`config.mk`:
```
export PLATFORM = sky130hd
export DESIGN_NAME = mem_responder
export DESIGN_NICKNAME = d
export VERILOG_FILES = /design/src/rtl/mem_resp_pkg.sv /design/src/rtl/mem_resp_array.sv /design/src/rtl/mem_responder.sv
export SDC_FILE = /design/constraint.sdc
export NUM_CORES = 2
export LEC_CHECK = 0
export ABC_AREA = 1
export BUFFER_PORTS_ARGS = -buffer_cell sky130_fd_sc_hd__buf_2
export CAP_MARGIN = 10
export CORE_ASPECT_RATIO = 1.1
export CORE_MARGIN = 2
export CORE_UTILIZATION = 50
export CTS_BUF_LIST = sky130_fd_sc_hd__clkbuf_8 sky130_fd_sc_hd__clkbuf_16
export DETAILED_ROUTE_END_ITERATION = 8
export GPL_TIMING_DRIVEN = 0
export PLACE_DENSITY = 0.61
export SLEW_MARGIN = 20
export SYNTH_ARGS = -nofsm -noshare
export SYNTH_HDL_FRONTEND = slang
export SYNTH_SLANG_ARGS = --single-unit
export TNS_END_PERCENT = 10
```
`constraint.sdc`:
```
create_clock -name clk -period 2.98 [get_ports clk]
set_input_delay 0.447 -clock clk [delete_from_list [all_inputs] [get_ports clk]]
set_output_delay 0.447 -clock clk [all_outputs]
set_load 0.03 [all_outputs]
```
`src/rtl/mem_resp_pkg.sv`:
```
// mem_resp_pkg: shared types and constants for the memory responder
package mem_resp_pkg;
    typedef enum logic [1:0] {IDLE, WAIT, RESP} mem_resp_state_t;
    localparam int MAX_LATENCY = 15;
    localparam int WCNT_W = 4;
endpackage

```
`src/rtl/mem_resp_array.sv`:
```
// mem_resp_array: single-port synchronous RAM with registered read and unreset storage
module mem_resp_array #(
    parameter int ADDR_W = 8,
    parameter int DATA_W = 8
) (
    input  logic              clk,
    input  logic              we_i,
    input  logic [ADDR_W-1:0] addr_i,
    input  logic [DATA_W-1:0] wdata_i,
    output logic [DATA_W-1:0] rdata_o
);
    logic [DATA_W-1:0] mem_q [2**ADDR_W];
    logic [DATA_W-1:0] rdata_q;
    // write on enable, read-before-write into the output register every cycle
    always_ff @(posedge clk) begin
        if (we_i) mem_q[addr_i] <= wdata_i;
        rdata_q <= mem_q[addr_i];
    end
    assign rdata_o = rdata_q;
endmodule

```
`src/rtl/mem_responder.sv`:
```
// mem_responder: wait-state memory slave with transaction counters and protocol checker
module mem_responder
    import mem_resp_pkg::*;
#(
    parameter int ADDR_W  = 8,
    parameter int DATA_W  = 8,
    parameter int LATENCY = 2,
    parameter int COUNT_W = 16
) (
    input  logic               clk,
    input  logic               rst_n,
    input  logic               mem_req,
    input  logic               mem_we,
    input  logic [ADDR_W-1:0]  mem_addr,
    input  logic [DATA_W-1:0]  mem_wdata,
    output logic [DATA_W-1:0]  mem_rdata,
    output logic               mem_ready,
    output logic               busy,
    output logic [COUNT_W-1:0] rd_count,
    output logic [COUNT_W-1:0] wr_count,
    output logic               proto_err
);
    if (LATENCY < 0 || LATENCY > MAX_LATENCY) begin : g_lat_chk
        $error("mem_responder: LATENCY must be within 0..15");
    end

    mem_resp_state_t    state_q, state_d;
    logic [WCNT_W-1:0]  cnt_q, cnt_d;
    logic               we_q, we_d;
    logic [ADDR_W-1:0]  addr_q, addr_d;
    logic [DATA_W-1:0]  wdata_q, wdata_d;
    logic [COUNT_W-1:0] rd_q, rd_d, wr_q, wr_d;
    logic               err_q, err_d;
    logic [DATA_W-1:0]  arr_rdata;
    logic               accept;

    assign accept = (state_q == IDLE) && mem_req;

    // next-state: accept/latch, count wait states, complete and count; flag any request disturbance
    always_comb begin
        state_d = state_q;
        cnt_d   = cnt_q;
        we_d    = we_q;
        addr_d  = addr_q;
        wdata_d = wdata_q;
        rd_d    = rd_q;
        wr_d    = wr_q;
        err_d   = err_q;
        case (state_q)
            IDLE: if (mem_req) begin
                we_d    = mem_we;
                addr_d  = mem_addr;
                wdata_d = mem_wdata;
                cnt_d   = WCNT_W'(LATENCY);
                state_d = (LATENCY == 0) ? RESP : WAIT;
            end
            WAIT: begin
                cnt_d   = cnt_q - WCNT_W'(1);
                state_d = (cnt_q == WCNT_W'(1)) ? RESP : WAIT;
            end
            RESP: begin
                state_d = IDLE;
                if (we_q) wr_d = wr_q + COUNT_W'(wr_q != '1);
                else      rd_d = rd_q + COUNT_W'(rd_q != '1);
            end
            default: state_d = IDLE;
        endcase
        if (state_q != IDLE && (!mem_req || mem_we != we_q || mem_addr != addr_q || mem_wdata != wdata_q))
            err_d = 1'b1;
    end

    // state and datapath registers; reset aborts any transaction in flight
    always_ff @(posedge clk) begin
        if (!rst_n) begin
            state_q <= IDLE;
            cnt_q   <= '0;
            we_q    <= 1'b0;
            addr_q  <= '0;
            wdata_q <= '0;
            rd_q    <= '0;
            wr_q    <= '0;
            err_q   <= 1'b0;
        end else begin
            state_q <= state_d;
            cnt_q   <= cnt_d;
            we_q    <= we_d;
            addr_q  <= addr_d;
            wdata_q <= wdata_d;
            rd_q    <= rd_d;
            wr_q    <= wr_d;
            err_q   <= err_d;
        end
    end

    mem_resp_array #(.ADDR_W(ADDR_W), .DATA_W(DATA_W)) u_array (
        .clk     (clk),
        .we_i    (rst_n && accept && mem_we),
        .addr_i  ((state_q == IDLE) ? mem_addr : addr_q),
        .wdata_i (mem_wdata),
        .rdata_o (arr_rdata)
    );

    assign mem_ready = (state_q == RESP);
    assign busy      = (state_q != IDLE);
    assign mem_rdata = (mem_ready && !we_q) ? arr_rdata : '0;
    assign rd_count  = rd_q;
    assign wr_count  = wr_q;
    assign proto_err = err_q;
endmodule

```
==> summary.log <==
INFO  status         outcome=finished, violations left
INFO  status         violations_in_the_final_reports=setup timing
INFO  yosys          postSynthCellCount=8826
INFO  min_path       tightest_hold_check_type=input port to flip-flop
INFO  yosys          synthesis.area=89240µm²
INFO  placed_design  dpl.hpwl=187100µm
INFO  global_route   antenna_found_initial=8
INFO  power_and_ir_drop pwr_density_cell=686.4nW/µm²
INFO  layout         drive_gt1_share=12.77%
INFO  yosys          syn_nets=8852
INFO  die            design.core.area=177400µm²
INFO  placed_design  pre_cts_ws=-2.161ns
INFO  yosys          dominantRegCellSynth=edfxtp_1
INFO  clock_network  worstSkewPairLatency=0.88ns
INFO  power_and_ir_drop power.combinational.fraction=17.9%
INFO  power_and_ir_drop internal_power=0.05054W
INFO  layout         final_net_count=9240
INFO  yosys          synth_sequential_area_ratio=70.35%
INFO  power_and_ir_drop share_clk_of_total_power=36.5%
INFO  power_and_ir_drop vdd_drop_max=0.7050mV
INFO  clock_network  cts.reportedPaths.clkPinSlew=0.06ns
INFO  timing         rsz0062_at_grt=yes
INFO  timing         worstMarginPinSlew=0.7627ns
INFO  global_route   grt_pass1_wl=394900µm
INFO  timing         worst_hold_slack=0.03365ns
INFO  setup_path     timing.critical_path.to_type=flip-flop
INFO  setup_path     critPathRequiredTime=3.51ns
INFO  layout         final-seq-area=62790µm²
INFO  timing         period_utilization=101.1%
INFO  detailed_routing drt_wl_total=275900µm
INFO  global_route   gr_overflow_total=0
INFO  layout         fillCellCount=14740
INFO  timing         slew_headroom=49.15%
INFO  yosys          most_frequent_cells_after_synthesis=5153 x nand2_1, 2048 x edfxtp_1, 386 x nor2_1
INFO  global_route   groute.usage.overall=30.22%
INFO  die            die_height=447.1µm
INFO  detailed_routing post-route-drc-count=0
INFO  yosys          fraction_of_post_synthesis_cell_area_in_the_top_cell_type_by_area=68.91%
INFO  timing         layout_setup_ws=-0.03144ns
INFO  die            design.die.area=181900µm²
INFO  power_and_ir_drop swShare=29.49%
INFO  placed_design  port-buffer-count=62
INFO  global_route   maximum_number_of_pins_on_one_net_before_global_route_repair=99
INFO  yosys          synth-seq-cells=2112
INFO  job            max_cap_violations=0
INFO  die            initial_utilization=50.32%
INFO  clock_network  clock_tree.buffer_depth=3
INFO  placed_design  gpl.final_weighted_congestion=0.9945
INFO  power_and_ir_drop seq_power_share=45.6%
INFO  detailed_routing drt_pre_antenna_iters=6
INFO  die            fp-row-count=162
INFO  timing         report.final.setup_viol=26
INFO  detailed_routing drt_first_iter_violations=6978
INFO  die            die_wd=406.8µm
INFO  clock_network  htree_levels=4
INFO  die            top_level_ports=63
INFO  detailed_routing vias=63130
INFO  layout         utilization=58.88%
INFO  timing         timing.fmax=332.1MHz
INFO  yosys          post-synth-top-area-cell=edfxtp_1
INFO  setup_path     timing.setup.critical_path_class=flip-flop to flip-flop
INFO  timing         worst_clock_skew=0.04579ns
INFO  yosys          number_of_flops_mapped_to_enable_cells_by_yosys=2048
INFO  clock_network  cts.sinks=2112
INFO  yosys          number_of_distinct_standard_cells_referenced_by_the_synthesized_netlist=38
INFO  setup_path     critical_path_peak_fanout=10
INFO  detailed_routing antenna_viol_nets_final=0
INFO  power_and_ir_drop fin_total_pwr=0.07168W
INFO  yosys          synth.most_common_cell=nand2_1
INFO  layout         layout-area-overhead-vs-synth=17.01%
INFO  yosys          synth_area_leaders=edfxtp_1 69%, nand2_1 22%, nand3_1 2.0%
INFO  power_and_ir_drop total_switching_power=0.02114W
INFO  yosys          yosysWarningCount=0
INFO  yosys          postSynth.asyncResetShare=0%
INFO  yosys          synth_area_per_cell=10.11µm²
INFO  clock_network  cts_inserted_buffers=208
INFO  power_and_ir_drop leak=42.32nW
INFO  timing         period_needed=3.011ns
INFO  setup_path     crit_path_start_kind=flip-flop
INFO  global_route   first_global_vias=60440
INFO  setup_path     cp.arrival=3.55ns
INFO  clock_network  tritoncts_clock_tree=yes
INFO  timing         final_hold_viol_count=0
INFO  timing         total_count_of_max_transition_violations_in_the_final_report=0
INFO  clock_network  clock_tree.root_cell=clkbuf_16
INFO  layout         multi_input_comb_area=26420µm²
INFO  detailed_routing detail_route.wl_per_cell=23.43µm
INFO  detailed_routing number_of_vias_per_cell_after_detailed_routing=5.360
==> logic make-up (layout without fill, tap and decap cells) <==
logic type	count (synthesis)	count (layout)	synth area share, %
AOI/OAI and AO/OA	215	215	1.272
buffers and inverters	557	1126	2.688
other	0	5	0
and+or+nand+nor	5930	5930	25.55
adders and majority gates	6	6	0.08412
xor gates and xnor gates	6	6	0.05888
DFF	2112	2112	70.35
==> final timing paths <==
| check | slack [ns] | start | depth (start not counted) | to |
|---|---|---|---|---|
| worst max-delay path | -0.03 | state_q[1]$_SDFFE_PN0P_ | 13 | u_array.mem_q[133][3]$_DFFE_PP_ |
| worst min-delay path | 0.03 | mem_wdata[6] | 1 | u_array.mem_q[154][6]$_DFFE_PP_ |
| worst max register to register | -0.03 | state_q[1]$_SDFFE_PN0P_ | 13 | u_array.mem_q[133][3]$_DFFE_PP_ |
| worst min register to register | 0.45 | proto_err$_SDFFE_PN0P_ | 2 | proto_err$_SDFFE_PN0P_ |
==> power by group through the flow <==
stage                     Sequential (W)  Clock (W)  Combinational, W
final                             0.0327     0.0261            0.0128
after global routing              0.0327     0.0275            0.0138
after CTS                         0.0327     0.0264            0.0123
after detailed placement          0.0333          0            0.0116
after global placement            0.0335          0            0.0114
after floorplan                   0.0333          0           0.00647
==> stage by stage <==
stage	cell area, µm²	setup TNS [ns]	std cells
global placement	92530	-9918.64	11270
floorplan	89240	0	8826
global route	104400	-3.698	11770
CTS	103600	-24.22	11740
finish	104400	-0.4467	11780
detailed placement	93390	-3076.57	11300
==> registers in the layout, summed over array words and instances, names as in the netlist <==
| name | cells |
|---|---|
| wr_count | 16 |
| u_array.mem_q | 2048 |
| u_array.rdata_o | 8 |
| proto_err | 1 |
| addr_q | 8 |
| cnt_q | 4 |
| rd_count | 16 |
| wdata_q | 8 |
| state_q | 2 |
| we_q | 1 |
==> worst max-delay path, cell delays in order (launching register included) <==
cell and delay [ns]:
dfxtp_4 0.37, nor2_4 0.05, buf_12 0.14, buf_8 0.14, nand2_1 0.10, o21ai_4 0.08, buf_12 0.14, buf_4 0.14
nor2_4 0.20, buf_8 0.23, buf_8 0.23, nand2_8 0.21, buf_6 0.29, nor2_4 0.29
==> layer usage <==
layer	global-route usage, %	part of all wire, %	vias up
met2	48.71	47	2613
met3	5.371	8.5	556
li1	-	-	29820
met1	39.60	39	30140
met4	14.79	5.4	0
met5	0	0	-
==> layout by cell type (no fill, tap or decap), drive strengths merged, types with 3 or more instances in the layout <==
master	count
diode	5
nand3	349
clkbuf	446
a221oi	5
edfxtp	2048
ha	6
o21ai	168
dlygate4sd3	12
o22ai	3
a21oi	30
inv	126
bufinv	20
clkinvlp	7
dfxtp	64
buf	411
nand4	3
nor4	4
nor3	22
xor2	4
clkinv	103
nor2	393
nand2	5155
==> layout make-up <==
type                            count  share of cell area, %
Antenna cell                        5                0.01198
Buffer                            477                  2.818
Clock buffer                      214                  5.085
Clock inverter                    177                  1.423
Inverter                           79                 0.2864
Multi-Input combinational cell   6157                  25.30
Sequential cell                  2112                  60.13
Tap cell                         2378                  2.849
Timing Repair Buffer              179                  2.092
==> timing repair <==
| action | 4_1_cts | 5_1_grt |
|---|---|---|
| setup buffers | 35 | 35 |
| gates resized for setup | 779 | 275 |
| hold buffers | 12 | 0 |
| pin swaps | 35 | 32 |
| gates cloned | 2 | 3 |
| setup endpoints to repair | 2064 | 1776 |
| hold endpoints to repair | 62 | 0 |
Power figures use the tool's default switching activity.
